==> src/rtl/sd_sector_arbiter.sv <==
`default_nettype none
// ============================================================================
// Module   : sd_sector_arbiter
// Brief    : Round-robin arbiter that shares the single SD sector channel of
//            the I/O controller between two disk clients. It latches one
//            request at a time, drives the drive-indexed sd_rd/sd_wr bit and
//            the LBA, steers the buffer strobe and data to the granted client,
//            and pulses c_done (with c_err on timeout) when the sector is done.
// Options  : SD_ARB_TIMEOUT_EN - when defined, an ISSUE that gets no sd_ack
//            within TIMEOUT cycles is abandoned and reported with c_err.
//            When undefined, ISSUE waits forever and c_err is tied low.
// Revision : 1.0 - initial release
// ============================================================================
module sd_sector_arbiter #(
    parameter logic [23:0] TIMEOUT = 24'd10_000_000
) (
    input  logic        clk_sys_i,
    input  logic        reset_i,
    // client side
    input  logic [1:0]  c_rd_i,
    input  logic [1:0]  c_wr_i,
    input  logic [31:0] c_lba0_i,
    input  logic [31:0] c_lba1_i,
    output logic [1:0]  c_done_o,
    output logic [1:0]  c_err_o,
    output logic [1:0]  c_busy_o,
    output logic [1:0]  c_buff_wr_o,
    input  logic [7:0]  c_buff_din0_i,
    input  logic [7:0]  c_buff_din1_i,
    // I/O controller side
    output logic [31:0] sd_lba_o,
    output logic [1:0]  sd_rd_o,
    output logic [1:0]  sd_wr_o,
    input  logic        sd_ack_i,
    input  logic        sd_buff_wr_i,
    output logic [7:0]  sd_buff_din_o
);

    typedef enum logic [1:0] {
        ST_IDLE  = 2'd0,
        ST_ISSUE = 2'd1,
        ST_XFER  = 2'd2,
        ST_DONE  = 2'd3
    } state_t;

    state_t      state_q, state_d;
    logic        grant_q, grant_d;
    // rr_q is the client preferred on the next contention (0 after reset)
    logic        rr_q,    rr_d;
    logic [31:0] lba_q,   lba_d;
    logic [1:0]  rd_q,    rd_d;
    logic [1:0]  wr_q,    wr_d;
    logic [1:0]  done_q,  done_d;
    logic [1:0]  err_q,   err_d;
    logic [1:0]  busy_q,  busy_d;

    logic [1:0]  w_pend;
    logic        w_sel;
    logic [1:0]  w_sel_oh;
    logic        w_sel_wr;
    logic [1:0]  w_grant_oh;
    logic        w_timeout;

    assign w_pend     = c_rd_i | c_wr_i;
    // contention goes to the preferred client, otherwise to whoever asks
    assign w_sel      = (w_pend == 2'b11) ? rr_q : w_pend[1];
    assign w_sel_oh   = w_sel ? 2'b10 : 2'b01;
    // write wins when a client raises both rd and wr
    assign w_sel_wr   = w_sel ? c_wr_i[1] : c_wr_i[0];
    assign w_grant_oh = grant_q ? 2'b10 : 2'b01;

`ifdef SD_ARB_TIMEOUT_EN
    logic [23:0] cnt_q;

    // ISSUE-cycle counter, cleared while idle so it starts at 0 in ISSUE
    always_ff @(posedge clk_sys_i) begin
        if (reset_i) begin
            cnt_q <= 24'd0;
        end else if (state_q == ST_ISSUE) begin
            cnt_q <= cnt_q + 24'd1;
        end else begin
            cnt_q <= 24'd0;
        end
    end

    // fires in the TIMEOUT-th ISSUE cycle
    assign w_timeout = (cnt_q == (TIMEOUT - 24'd1));
`else
    logic [23:0] w_unused_timeout;
    assign w_unused_timeout = TIMEOUT;
    assign w_timeout        = 1'b0;
`endif

    // next-state and registered-output logic
    always_comb begin
        state_d = state_q;
        grant_d = grant_q;
        rr_d    = rr_q;
        lba_d   = lba_q;
        rd_d    = rd_q;
        wr_d    = wr_q;
        done_d  = 2'b00;
        err_d   = 2'b00;
        busy_d  = busy_q;

        case (state_q)
            ST_IDLE: begin
                if (|w_pend) begin
                    grant_d = w_sel;
                    lba_d   = w_sel ? c_lba1_i : c_lba0_i;
                    rd_d    = w_sel_wr ? 2'b00 : w_sel_oh;
                    wr_d    = w_sel_wr ? w_sel_oh : 2'b00;
                    busy_d  = w_sel_oh;
                    state_d = ST_ISSUE;
                end
            end
            ST_ISSUE: begin
                if (sd_ack_i) begin
                    rd_d    = 2'b00;
                    wr_d    = 2'b00;
                    state_d = ST_XFER;
                end else if (w_timeout) begin
                    rd_d    = 2'b00;
                    wr_d    = 2'b00;
                    done_d  = w_grant_oh;
                    err_d   = w_grant_oh;
                    busy_d  = 2'b00;
                    state_d = ST_DONE;
                end
            end
            ST_XFER: begin
                if (!sd_ack_i) begin
                    done_d  = w_grant_oh;
                    busy_d  = 2'b00;
                    state_d = ST_DONE;
                end
            end
            ST_DONE: begin
                rr_d    = ~grant_q;
                state_d = ST_IDLE;
            end
            default: begin
                state_d = ST_IDLE;
            end
        endcase
    end

    // state and output registers
    always_ff @(posedge clk_sys_i) begin
        if (reset_i) begin
            state_q <= ST_IDLE;
            grant_q <= 1'b0;
            rr_q    <= 1'b0;
            lba_q   <= 32'd0;
            rd_q    <= 2'b00;
            wr_q    <= 2'b00;
            done_q  <= 2'b00;
            err_q   <= 2'b00;
            busy_q  <= 2'b00;
        end else begin
            state_q <= state_d;
            grant_q <= grant_d;
            rr_q    <= rr_d;
            lba_q   <= lba_d;
            rd_q    <= rd_d;
            wr_q    <= wr_d;
            done_q  <= done_d;
            err_q   <= err_d;
            busy_q  <= busy_d;
        end
    end

    // buffer strobe reaches only the granted client, and only during XFER
    always_comb begin
        c_buff_wr_o = 2'b00;
        if (state_q == ST_XFER) begin
            c_buff_wr_o = grant_q ? {sd_buff_wr_i, 1'b0} : {1'b0, sd_buff_wr_i};
        end
    end

    assign sd_buff_din_o = grant_q ? c_buff_din1_i : c_buff_din0_i;
    assign sd_lba_o      = lba_q;
    assign sd_rd_o       = rd_q;
    assign sd_wr_o       = wr_q;
    assign c_done_o      = done_q;
    assign c_busy_o      = busy_q;
`ifdef SD_ARB_TIMEOUT_EN
    assign c_err_o       = err_q;
`else
    logic [1:0] w_unused_err;
    assign w_unused_err  = err_q;
    assign c_err_o       = 2'b00;
`endif

endmodule
`default_nettype wire

==> config.mk <==
export PLATFORM = sky130hd
export DESIGN_NAME = sd_sector_arbiter
export DESIGN_NICKNAME = d
export VERILOG_FILES = /design/src/rtl/sd_sector_arbiter.sv
export SDC_FILE = /design/constraint.sdc
export NUM_CORES = 1
export LEC_CHECK = 0
export CORE_UTILIZATION = 35
export CTS_BUF_LIST = sky130_fd_sc_hd__clkbuf_16
export CTS_CLUSTER_DIAMETER = 100
export DETAILED_ROUTE_END_ITERATION = 10
export PLACE_DENSITY_LB_ADDON = 0.1
export SLEW_MARGIN = 40
export SYNTH_ARGS = -nofsm -noshare
export SYNTH_HDL_FRONTEND = slang
export SYNTH_SLANG_ARGS = --single-unit
==> constraint.sdc <==
create_clock -name clk_sys_i -period 2.5 [get_ports clk_sys_i]
set_input_delay 0.375 -clock clk_sys_i [delete_from_list [all_inputs] [get_ports clk_sys_i]]
set_output_delay 0.375 -clock clk_sys_i [all_outputs]
set_load 0.1 [all_outputs]
==> metrics.txt, run 1 <==
# TYPE chip_impl_metric gauge
chip_impl_info{name="outcome",value="complete, no violations"} 1
chip_impl_info{name="top_usage_layer",value="met2"} 1
chip_impl_metric{name="top_ports",unit=""} 140
chip_impl_info{name="setup.worst_path.end_class",value="output pin"} 1
chip_impl_metric{name="detailed_place.area",unit="mm2"} 0.00381
chip_impl_metric{name="critPathRequiredTime",unit="ns"} 2.12
chip_impl_metric{name="post_cts_resize_count",unit=""} 0
chip_impl_metric{name="final.hold.worst_slack",unit="ns"} 0.464
chip_impl_metric{name="antenna_left",unit=""} 0
chip_impl_metric{name="endpoints_failing_hold",unit=""} 0
chip_impl_metric{name="drv_slew",unit=""} 0
chip_impl_metric{name="worstSkewPairLatency",unit="ns"} 0.28
chip_impl_metric{name="timing.final.crit_period",unit="ns"} 1.93
chip_impl_metric{name="final_cell_area",unit="mm2"} 0.00398
chip_impl_metric{name="layout-drive-gt1-share",unit=""} 0.279
chip_impl_metric{name="max-slew-margin-rel",unit=""} 0.526
chip_impl_metric{name="fp.dieArea",unit="mm2"} 0.00735
chip_impl_metric{name="postSynthRegisterBits",unit=""} 44
chip_impl_metric{name="syn-mean-instance-area",unit="um2"} 9.09
chip_impl_metric{name="synth.yosys.warnings",unit=""} 0
chip_impl_metric{name="cts.reportedPaths.clkPinSlew",unit="ns"} 0.06
chip_impl_metric{name="met1_usage",unit=""} 0.267
chip_impl_metric{name="antenna_cells",unit=""} 0
chip_impl_metric{name="number_of_buffers_on_the_longest_clock_path",unit=""} 2
chip_impl_metric{name="worst-path-max-fanout",unit=""} 8
chip_impl_metric{name="route.detailed.vias_per_inst",unit=""} 5.08
chip_impl_info{name="cts-root-buf",value="sky130_fd_sc_hd__clkbuf_16"} 1
chip_impl_metric{name="max_capacitance_violation_total",unit=""} 0
chip_impl_metric{name="via_count_of_the_first_global_routing_pass",unit=""} 2299
chip_impl_info{name="rr_endpoint",value="sd_lba_o[11]"} 1
chip_impl_metric{name="global_route_wire_length_before_repair",unit="um"} 11500
chip_impl_info{name="crit-reg2reg-launch",value="state_q[0]"} 1
chip_impl_metric{name="power_per_cell_area",unit="mW/mm2"} 1450
chip_impl_metric{name="route.detailed.wl_per_inst",unit="um"} 14.8
chip_impl_metric{name="post_cts_hold_buffer_count",unit=""} 0
chip_impl_metric{name="max_freq",unit="MHz"} 518
chip_impl_metric{name="initial_drt_markers",unit=""} 96
chip_impl_metric{name="fin_tns_setup",unit="ns"} 0
chip_impl_metric{name="worst_r2r_path_depth",unit=""} 6
chip_impl_metric{name="dr.pass1.iters",unit=""} 4
chip_impl_metric{name="worst_clock_skew",unit="ns"} 0.00509
chip_impl_metric{name="timing.critical_path.arrival",unit="ns"} 1.55
chip_impl_metric{name="dp_hpwl",unit="um"} 4910
chip_impl_metric{name="rows",unit=""} 30
chip_impl_info{name="hold_end",value="c_busy_o[0]"} 1
chip_impl_metric{name="global_route.usage.total",unit=""} 0.199
chip_impl_metric{name="num-nets-final",unit=""} 486
chip_impl_metric{name="grt_use_met2",unit=""} 0.322
chip_impl_metric{name="min_period_over_period",unit=""} 0.772
chip_impl_metric{name="clock-sinks",unit=""} 44
chip_impl_metric{name="htreeDepth",unit=""} 2
chip_impl_metric{name="setup_viol_count_final",unit=""} 0
chip_impl_metric{name="numCtsBuffers",unit=""} 5
chip_impl_metric{name="timing_worst_slew_pin_value",unit="ns"} 0.711
chip_impl_metric{name="grt_max_degree",unit=""} 51
chip_impl_metric{name="io_buffer_count",unit=""} 137
chip_impl_info{name="crit_path_start_kind",value="flop"} 1
chip_impl_metric{name="groute.layer.met3.usage",unit=""} 0.0443
chip_impl_info{name="tritoncts",value="done"} 1
chip_impl_metric{name="static-leakage-power",unit="nW"} 1.53
chip_impl_metric{name="layout-area-overhead-vs-synth",unit="%"} 62.0
chip_impl_metric{name="syn_inst",unit=""} 270
chip_impl_metric{name="power",unit="W"} 0.00576
chip_impl_metric{name="drc_errors",unit=""} 0
chip_impl_metric{name="hold-path-cell-count",unit=""} 2
chip_impl_info{name="worstSetupPathType",value="reg -> out"} 1
chip_impl_info{name="rsz0062_at_grt",value="false"} 1
chip_impl_metric{name="via_count",unit=""} 2489
chip_impl_metric{name="global_route.overflow_total",unit=""} 0
chip_impl_info{name="worst_hold_startpoint",value="c_busy_o[0]"} 1
chip_impl_metric{name="place.detailed.instances",unit=""} 482
chip_impl_metric{name="final-instance-count-excl-fill",unit=""} 490
chip_impl_metric{name="gp_routability_congestion",unit=""} 0.810
chip_impl_info{name="hold_class",value="reg -> reg"} 1
chip_impl_metric{name="chipWidth",unit="um"} 85.8
chip_impl_metric{name="totalWireLength",unit="um"} 7240
chip_impl_metric{name="mappedNetlistArea",unit="mm2"} 0.00245
chip_impl_metric{name="number_of_antenna_violations_at_the_first_check_in_global_routing",unit=""} 0
chip_impl_metric{name="yosys.cell_types.count",unit=""} 37
chip_impl_metric{name="timing.reg2reg.setup_slack",unit="ns"} 0.70
chip_impl_metric{name="post-cts-setup-buffers",unit=""} 0
chip_impl_metric{name="final.fill_count",unit=""} 647
chip_impl_metric{name="initial_cell_density_of_the_core",unit=""} 0.361
chip_impl_metric{name="floorplan.core_area",unit="mm2"} 0.00679
chip_impl_metric{name="seq_area_frac_synth",unit=""} 0.359
chip_impl_metric{name="chipHeight",unit="um"} 85.8
chip_impl_metric{name="ir_worst_vdd",unit="V"} 0.000939
==> stage by stage <==
stage               worst slack [ns]   util
floorplan                      0.124      -
global placement               0.344  0.561
detailed placement             0.278  0.561
CTS                            0.552  0.585
global route                   0.432  0.585
finish                         0.571  0.585
==> layer usage <==
layer	vias to the layer above	routed length, um
met5	-	0
met4	0	75
met3	6	495
met2	105	3390
met1	1139	3280
li1	1239	-
==> critical path, cell delays in order (launching register included) <==
cell,delay (ns)
sky130_fd_sc_hd__dfxtp_1,0.34
sky130_fd_sc_hd__inv_1,0.11
sky130_fd_sc_hd__ha_1,0.32
sky130_fd_sc_hd__nand2_1,0.11
sky130_fd_sc_hd__nor2_1,0.19
sky130_fd_sc_hd__buf_12,0.20
==> state kept, by name, summed over array words and instances, names as in the netlist <==
signal    count
c_busy_o      2
c_done_o      2
grant_q       1
rr_q          1
sd_lba_o     32
sd_rd_o       2
sd_wr_o       2
state_q       2
==> kinds of logic after synthesis <==
| family | synth area share |
|---|---|
| AOI/OAI and AO/OA | 0.311 |
| adders and majority gates | 0.0255 |
| buffers and inverters | 0.0678 |
| DFF | 0.359 |
| muxes | 0.0658 |
| other | 0.00153 |
| and+or+nand+nor | 0.169 |
==> power by group <==
part	internal (W)	switching (W)
Clock	0.000470	0.000284
Sequential	0.000984	0.000166
Combinational	0.000961	0.00289
Total	0.00241	0.00334
==> final cells by class <==
type	instances	area [um2]	share of cell area
flip-flops and latches	44	881	0.222
well taps	96	120	0.0302
repair buffers	143	1370	0.346
inverters	5	18.8	0.00472
clock inverters	3	42.5	0.0107
clock buffers	5	125	0.0315
multi-input cells	194	1420	0.356
==> synthesized netlist by cell type <==
cell type,n,share of area
sky130_fd_sc_hd__o21ai_0,35,0.071
sky130_fd_sc_hd__nand3_1,34,0.069
sky130_fd_sc_hd__clkbuf_1,12,0.018
sky130_fd_sc_hd__o41a_1,1,0.0046
sky130_fd_sc_hd__nand2_1,7,0.011
sky130_fd_sc_hd__a311oi_1,2,0.0071
sky130_fd_sc_hd__a32o_1,1,0.0041
sky130_fd_sc_hd__ha_1,5,0.025
sky130_fd_sc_hd__a21oi_1,2,0.0041
sky130_fd_sc_hd__nor4_2,1,0.0051
sky130_fd_sc_hd__inv_1,5,0.0076
sky130_fd_sc_hd__conb_1,1,0.0015
sky130_fd_sc_hd__dfxtp_1,44,0.36
sky130_fd_sc_hd__nand2b_1,1,0.0026
sky130_fd_sc_hd__or2_2,1,0.0026
sky130_fd_sc_hd__nor2_1,40,0.061
sky130_fd_sc_hd__and2_1,1,0.0026
sky130_fd_sc_hd__and4b_1,1,0.0041
sky130_fd_sc_hd__buf_1,1,0.0015
sky130_fd_sc_hd__a211oi_1,3,0.0092
sky130_fd_sc_hd__or3_1,1,0.0026
sky130_fd_sc_hd__buf_2,9,0.018
sky130_fd_sc_hd__mux2i_1,6,0.024
sky130_fd_sc_hd__a311oi_2,30,0.18
sky130_fd_sc_hd__a2111o_1,1,0.0046
sky130_fd_sc_hd__clkbuf_2,1,0.0020
sky130_fd_sc_hd__o21bai_2,1,0.0046
sky130_fd_sc_hd__o31ai_1,1,0.0031
sky130_fd_sc_hd__buf_6,3,0.014
sky130_fd_sc_hd__o32a_1,1,0.0041
sky130_fd_sc_hd__buf_4,2,0.0061
sky130_fd_sc_hd__a21o_1,1,0.0031
sky130_fd_sc_hd__nor3_1,3,0.0061
sky130_fd_sc_hd__o21ba_2,1,0.0041
sky130_fd_sc_hd__nor2b_1,1,0.0026
sky130_fd_sc_hd__o211a_1,1,0.0041
sky130_fd_sc_hd__mux2_2,9,0.041
==> worst max-delay path by stage <==
stage                     from                to  slack [ns]  depth (start not counted)
finish              state_q[0]    c_buff_wr_o[1]        0.57                          5
global route        state_q[0]    c_buff_wr_o[1]        0.43                          5
CTS                    grant_q  sd_buff_din_o[4]        0.55                          2
detailed placement   c_wr_i[0]      sd_lba_o[29]        0.28                          4
global placement     c_wr_i[0]      sd_lba_o[24]        0.34                          4
floorplan           state_q[0]    c_buff_wr_o[0]        0.12                          4
==> layout by cell type (no fill, tap or decap), types with 2 or more instances in the layout <==
cell / instances
sky130_fd_sc_hd__a211oi_1: 3
sky130_fd_sc_hd__a21oi_1: 2
sky130_fd_sc_hd__a311oi_1: 2
sky130_fd_sc_hd__a311oi_2: 30
sky130_fd_sc_hd__buf_12: 7
sky130_fd_sc_hd__buf_4: 49
sky130_fd_sc_hd__clkbuf_16: 5
sky130_fd_sc_hd__clkdlybuf4s50_1: 86
sky130_fd_sc_hd__conb_1: 2
sky130_fd_sc_hd__dfxtp_1: 44
sky130_fd_sc_hd__ha_1: 5
sky130_fd_sc_hd__inv_1: 5
sky130_fd_sc_hd__mux2_2: 9
sky130_fd_sc_hd__mux2i_1: 6
sky130_fd_sc_hd__nand2_1: 7
sky130_fd_sc_hd__nand3_1: 34
sky130_fd_sc_hd__nor2_1: 39
sky130_fd_sc_hd__nor3_1: 3
sky130_fd_sc_hd__o21ai_0: 35
Power figures use the tool's default switching activity.
==> inputs of run 2 (changes only) <==
Clock period 2.5 ns to 2 ns, I/O delays scaled along.
==> metrics.txt, run 2 (same netlist as run 1, synthesis figures left out) <==
# TYPE chip_impl_metric gauge
chip_impl_metric{name="rows",unit=""} 30
chip_impl_info{name="setup.worst_path.end_class",value="output pin"} 1
chip_impl_metric{name="min_period_over_period",unit=""} 0.917
chip_impl_metric{name="layout-drive-gt1-share",unit=""} 0.290
chip_impl_metric{name="layout-area-overhead-vs-synth",unit="%"} 67.9
chip_impl_info{name="tritoncts",value="done"} 1
chip_impl_metric{name="cts.reportedPaths.clkPinSlew",unit="ns"} 0.06
chip_impl_metric{name="initial_drt_markers",unit=""} 81
chip_impl_info{name="rr_endpoint",value="state_q[0]"} 1
chip_impl_metric{name="htreeDepth",unit=""} 2
chip_impl_metric{name="numCtsBuffers",unit=""} 5
chip_impl_metric{name="via_count",unit=""} 2496
chip_impl_metric{name="gp_routability_congestion",unit=""} 0.787
chip_impl_metric{name="max_capacitance_violation_total",unit=""} 0
chip_impl_metric{name="final.fill_count",unit=""} 600
chip_impl_metric{name="core_util_final",unit=""} 0.607
chip_impl_metric{name="chipHeight",unit="um"} 85.8
chip_impl_metric{name="timing.reg2reg.setup_slack",unit="ns"} 0.32
chip_impl_info{name="cts-root-buf",value="sky130_fd_sc_hd__clkbuf_16"} 1
chip_impl_metric{name="worst-path-max-fanout",unit=""} 8
chip_impl_metric{name="global_route.overflow_total",unit=""} 0
chip_impl_metric{name="max_freq",unit="MHz"} 545
chip_impl_metric{name="via_count_of_the_first_global_routing_pass",unit=""} 2403
chip_impl_metric{name="chipWidth",unit="um"} 85.8
chip_impl_info{name="most-common-layout-cells",value="sky130_fd_sc_hd__clkdlybuf4s50_1 (86), sky130_fd_sc_hd__buf_4 (50), sky130_fd_sc_hd__dfxtp_1 (44)"} 1
chip_impl_metric{name="dp_hpwl",unit="um"} 5010
chip_impl_info{name="worstSetupPathType",value="reg -> out"} 1
chip_impl_metric{name="io_buffer_count",unit=""} 137
chip_impl_metric{name="final-instance-count-excl-fill",unit=""} 496
chip_impl_metric{name="timing.critical_path.arrival",unit="ns"} 1.53
chip_impl_metric{name="post_cts_hold_buffer_count",unit=""} 0
chip_impl_metric{name="post_cts_resize_count",unit=""} 0
chip_impl_metric{name="hold-path-cell-count",unit=""} 2
chip_impl_metric{name="worst_clock_skew",unit="ns"} 0.00248
chip_impl_metric{name="critPathRequiredTime",unit="ns"} 1.70
chip_impl_metric{name="worstSkewPairLatency",unit="ns"} 0.28
chip_impl_info{name="hold_class",value="in -> reg"} 1
chip_impl_metric{name="dr.pass1.iters",unit=""} 4
chip_impl_metric{name="num-nets-final",unit=""} 493
chip_impl_metric{name="fp.dieArea",unit="mm2"} 0.00735
chip_impl_metric{name="grt_max_degree",unit=""} 66
chip_impl_metric{name="drc_errors",unit=""} 0
chip_impl_metric{name="floorplan.core_area",unit="mm2"} 0.00679
chip_impl_metric{name="multiInputGateArea",unit="mm2"} 0.00142
chip_impl_metric{name="worst_r2r_path_depth",unit=""} 5
chip_impl_metric{name="route.detailed.wl_per_inst",unit="um"} 14.3
chip_impl_metric{name="timing.final.crit_period",unit="ns"} 1.83
chip_impl_metric{name="number_of_buffers_on_the_longest_clock_path",unit=""} 2
chip_impl_metric{name="final-seq-area",unit="um2"} 881
chip_impl_metric{name="antenna_cells",unit=""} 0
chip_impl_info{name="most_common_cell_after_layout_fill_and_taps_aside",value="sky130_fd_sc_hd__clkdlybuf4s50_1"} 1
chip_impl_metric{name="timing_worst_slew_pin_value",unit="ns"} 0.649
chip_impl_metric{name="max-slew-margin-rel",unit=""} 0.568
chip_impl_metric{name="place.detailed.instances",unit=""} 489
chip_impl_info{name="outcome",value="complete, no violations"} 1
chip_impl_metric{name="number_of_antenna_violations_at_the_first_check_in_global_routing",unit=""} 0
chip_impl_metric{name="post-cts-setup-buffers",unit=""} 0
chip_impl_metric{name="drv_slew",unit=""} 0
chip_impl_metric{name="power",unit="W"} 0.00736
chip_impl_info{name="crit_path_start_kind",value="flop"} 1
chip_impl_metric{name="global_route.usage.total",unit=""} 0.194
chip_impl_metric{name="ir_worst_vdd",unit="V"} 0.00129
chip_impl_metric{name="power_per_cell_area",unit="mW/mm2"} 1790
chip_impl_metric{name="clock-sinks",unit=""} 44
chip_impl_metric{name="initial_cell_density_of_the_core",unit=""} 0.361
chip_impl_metric{name="top_ports",unit=""} 140
chip_impl_metric{name="endpoints_failing_hold",unit=""} 0
chip_impl_metric{name="totalWireLength",unit="um"} 7100
chip_impl_metric{name="largest_register_ffs",unit=""} 32
chip_impl_info{name="rsz0062_at_grt",value="false"} 1
chip_impl_metric{name="antenna_left",unit=""} 0
chip_impl_metric{name="route.detailed.vias_per_inst",unit=""} 5.03
chip_impl_info{name="crit-reg2reg-launch",value="state_q[0]"} 1
chip_impl_metric{name="setup_viol_count_final",unit=""} 0
chip_impl_info{name="worst_hold_startpoint",value="reset_i"} 1
chip_impl_metric{name="static-leakage-power",unit="nW"} 1.60
chip_impl_info{name="hold_end",value="grant_q"} 1
chip_impl_metric{name="global_route_wire_length_before_repair",unit="um"} 11500
## run 2: changes by cell type in the layout (fill, tap and decap cells not counted)
cell	change
sky130_fd_sc_hd__buf_12	+6
sky130_fd_sc_hd__buf_4	+1
sky130_fd_sc_hd__clkinv_2	-1
sky130_fd_sc_hd__bufinv_16	+1
sky130_fd_sc_hd__clkinvlp_4	-1
## run 2: layout make-up
cell class / instances / area share
repair buffers: 150 / 0.364
multi-input cells: 194 / 0.343
flip-flops and latches: 44 / 0.214
clock buffers: 5 / 0.0304
well taps: 96 / 0.0291
clock inverters: 2 / 0.0146
inverters: 5 / 0.00455
## run 2: worst max-delay path by stage
stage	slack (ns)	cells past startpoint	startpoint	to
floorplan	-0.30	4	state_q[0]	c_buff_wr_o[0]
global placement	0.04	4	c_wr_i[1]	sd_lba_o[9]
detailed placement	-0.03	4	c_wr_i[1]	sd_lba_o[30]
CTS	0.15	2	grant_q	sd_buff_din_o[7]
global route	0.03	5	state_q[0]	c_buff_wr_o[0]
finish	0.17	5	state_q[0]	c_buff_wr_o[1]
## run 2: worst max-delay path, cell delays in order, from the launching register on
cell and delay (ns):
sky130_fd_sc_hd__dfxtp_1 0.34, sky130_fd_sc_hd__inv_1 0.11, sky130_fd_sc_hd__ha_1 0.31, sky130_fd_sc_hd__nand2_1 0.11
sky130_fd_sc_hd__nor2_1 0.18, sky130_fd_sc_hd__buf_12 0.20
## run 2: per-stage QoR
step,setup WS [ns],hold WS (ns),setup TNS (ns),instance area (um2)
after floorplan,-0.301,0.451,-0.601,2460
after CTS,0.146,0.412,0,4120
after global placement,0.0394,0.456,0,3940
final,0.167,0.421,0,4120
after global routing,0.0283,0.447,0,4120
after detailed placement,-0.0328,0.454,-0.342,3940
## run 2: where the power goes
part | switching, W | internal (W) | total, W
Sequential | 0.000202 | 0.00123 | 0.00143
Combinational | 0.00362 | 0.00127 | 0.00489
Clock | 0.000338 | 0.000709 | 0.00105
Total | 0.00416 | 0.00321 | 0.00736
## run 2: routing by layer
layer  vias up  wire, um  track usage  share of wire
met3         2       348       0.0433          0.049
met1      1167      3190        0.249           0.45
met5         -         0            0              0
met4         0        15       0.0470         0.0021
met2        74      3540        0.331           0.50
li1       1253         -            -              -
==> inputs of run 3 (changes only) <==
Settings changed: REMOVE_ABC_BUFFERS set to 1.
==> metrics.txt, run 3 (same netlist as run 1, synthesis figures left out) <==
# TYPE chip_impl_metric gauge
chip_impl_metric{name="via_count_of_the_first_global_routing_pass",unit=""} 2492
chip_impl_info{name="rsz0062_at_grt",value="false"} 1
chip_impl_metric{name="multiInputGateArea",unit="mm2"} 0.00142
chip_impl_metric{name="timing.final.crit_period",unit="ns"} 1.83
chip_impl_metric{name="max_capacitance_violation_total",unit=""} 0
chip_impl_metric{name="endpoints_failing_hold",unit=""} 0
chip_impl_metric{name="ir_worst_vdd",unit="V"} 0.000805
chip_impl_metric{name="global_route.overflow_total",unit=""} 0
chip_impl_metric{name="setup_viol_count_final",unit=""} 0
chip_impl_metric{name="antenna_left",unit=""} 0
chip_impl_metric{name="final.hold.worst_slack",unit="ns"} 0.454
chip_impl_metric{name="route.detailed.vias_per_inst",unit=""} 5.09
chip_impl_metric{name="global_route_wire_length_before_repair",unit="um"} 12100
chip_impl_metric{name="initial_drt_markers",unit=""} 94
chip_impl_metric{name="htreeDepth",unit=""} 2
chip_impl_metric{name="largest_register_ffs",unit=""} 32
chip_impl_metric{name="number_of_buffers_on_the_longest_clock_path",unit=""} 2
chip_impl_metric{name="antenna_cells",unit=""} 0
chip_impl_metric{name="number_of_antenna_violations_at_the_first_check_in_global_routing",unit=""} 0
chip_impl_metric{name="numCtsBuffers",unit=""} 5
chip_impl_metric{name="via_count",unit=""} 2545
chip_impl_metric{name="post-cts-setup-buffers",unit=""} 0
chip_impl_metric{name="min_period_over_period",unit=""} 0.914
chip_impl_metric{name="worstSkewPairLatency",unit="ns"} 0.28
chip_impl_info{name="most-common-layout-cells",value="sky130_fd_sc_hd__clkdlybuf4s50_1 (86), sky130_fd_sc_hd__buf_4 (51), sky130_fd_sc_hd__dfxtp_1 (44)"} 1
chip_impl_metric{name="chipWidth",unit="um"} 85.8
chip_impl_metric{name="initial_cell_density_of_the_core",unit=""} 0.361
chip_impl_metric{name="power_per_cell_area",unit="mW/mm2"} 1740
chip_impl_metric{name="final-seq-area",unit="um2"} 881
chip_impl_info{name="crit_path_start_kind",value="flop"} 1
chip_impl_metric{name="timing.reg2reg.setup_slack",unit="ns"} 0.32
chip_impl_metric{name="layout-area-overhead-vs-synth",unit="%"} 68.0
chip_impl_metric{name="max-slew-margin-rel",unit=""} 0.667
chip_impl_info{name="cts-root-buf",value="sky130_fd_sc_hd__clkbuf_16"} 1
chip_impl_metric{name="gp_routability_congestion",unit=""} 0.835
chip_impl_metric{name="cts.reportedPaths.clkPinSlew",unit="ns"} 0.06
chip_impl_info{name="setup.worst_path.end_class",value="output pin"} 1
chip_impl_metric{name="fin_tns_setup",unit="ns"} 0
chip_impl_metric{name="dp_hpwl",unit="um"} 5390
chip_impl_metric{name="worst_clock_skew",unit="ns"} 0.00290
chip_impl_metric{name="chipHeight",unit="um"} 85.8
chip_impl_metric{name="rows",unit=""} 30
chip_impl_metric{name="route.detailed.wl_per_inst",unit="um"} 14.6
chip_impl_metric{name="post_cts_resize_count",unit=""} 0
chip_impl_metric{name="critPathRequiredTime",unit="ns"} 1.70
chip_impl_metric{name="final.fill_count",unit=""} 605
chip_impl_metric{name="dr.pass1.iters",unit=""} 4
chip_impl_metric{name="worst-path-max-fanout",unit=""} 8
chip_impl_metric{name="hold-path-cell-count",unit=""} 2
chip_impl_metric{name="io_buffer_count",unit=""} 137
chip_impl_metric{name="top_ports",unit=""} 140
chip_impl_metric{name="grt_max_degree",unit=""} 39
chip_impl_metric{name="floorplan.core_area",unit="mm2"} 0.00679
chip_impl_metric{name="drv_slew",unit=""} 0
chip_impl_metric{name="fp.dieArea",unit="mm2"} 0.00735
chip_impl_metric{name="timing_worst_slew_pin_value",unit="ns"} 0.498
chip_impl_info{name="hold_class",value="in -> reg"} 1
chip_impl_metric{name="max_freq",unit="MHz"} 547
chip_impl_metric{name="post_cts_hold_buffer_count",unit=""} 0
chip_impl_metric{name="layout-drive-gt1-share",unit=""} 0.292
chip_impl_metric{name="timing.critical_path.arrival",unit="ns"} 1.53
chip_impl_info{name="worstSetupPathType",value="reg -> out"} 1
chip_impl_info{name="tritoncts",value="done"} 1
chip_impl_metric{name="global_route.usage.total",unit=""} 0.206
chip_impl_metric{name="worst_r2r_path_depth",unit=""} 5
chip_impl_metric{name="drc_errors",unit=""} 0
chip_impl_metric{name="clock-sinks",unit=""} 44
chip_impl_metric{name="totalWireLength",unit="um"} 7320
chip_impl_metric{name="static-leakage-power",unit="nW"} 1.60
chip_impl_info{name="outcome",value="complete, no violations"} 1
chip_impl_info{name="most_common_cell_after_layout_fill_and_taps_aside",value="sky130_fd_sc_hd__clkdlybuf4s50_1"} 1
chip_impl_metric{name="num-nets-final",unit=""} 496
[run 3: cell type report]
cell class | instances | share of cell area
clock buffers | 5 | 0.0303
clock inverters | 3 | 0.00364
inverters | 5 | 0.00455
multi-input cells | 194 | 0.343
flip-flops and latches | 44 | 0.214
well taps | 96 | 0.0291
repair buffers | 153 | 0.376
[run 3: path summary, 6_finish.rpt]
kind / startpoint / end
worst min-delay path: reset_i / sd_lba_o[2]
worst max-delay path: state_q[0] / c_buff_wr_o[0]
worst min register to register: sd_wr_o[0] / sd_wr_o[0]
worst max register to register: state_q[0] / state_q[0]
[run 3: stage by stage]
stage                     total power (W)   util  setup slack [ns]  cells  area, um2
final                             0.00716  0.607             0.173    500       4120
after global routing              0.00749  0.607            0.0228    500       4120
after CTS                         0.00721  0.607             0.159    500       4120
after detailed placement          0.00641  0.586            0.0103    492       3980
after global placement            0.00637  0.586            0.0511    492       3980
after floorplan                   0.00493      -            -0.971    243       2310
[run 3: where the power goes]
group,switching (W),internal (W),leakage [nW]
Sequential,0.000201,0.00123,0.364
Combinational,0.00364,0.00130,1.17
Clock,0.000337,0.000454,0.0687
[run 3: metal layers]
| layer | global-route usage | wire (um) |
|---|---|---|
| met5 | 0 | 0 |
| met1 | 0.281 | 3510 |
| met4 | 0.0515 | 55 |
| met3 | 0.0404 | 413 |
| met2 | 0.335 | 3340 |
[run 3: worst max-delay path, stage by stage (launching register included)]
cell and delay [ns]:
sky130_fd_sc_hd__dfxtp_1 0.34, sky130_fd_sc_hd__inv_1 0.11, sky130_fd_sc_hd__ha_1 0.30, sky130_fd_sc_hd__nand2_1 0.11
sky130_fd_sc_hd__nor2_1 0.18, sky130_fd_sc_hd__buf_12 0.20
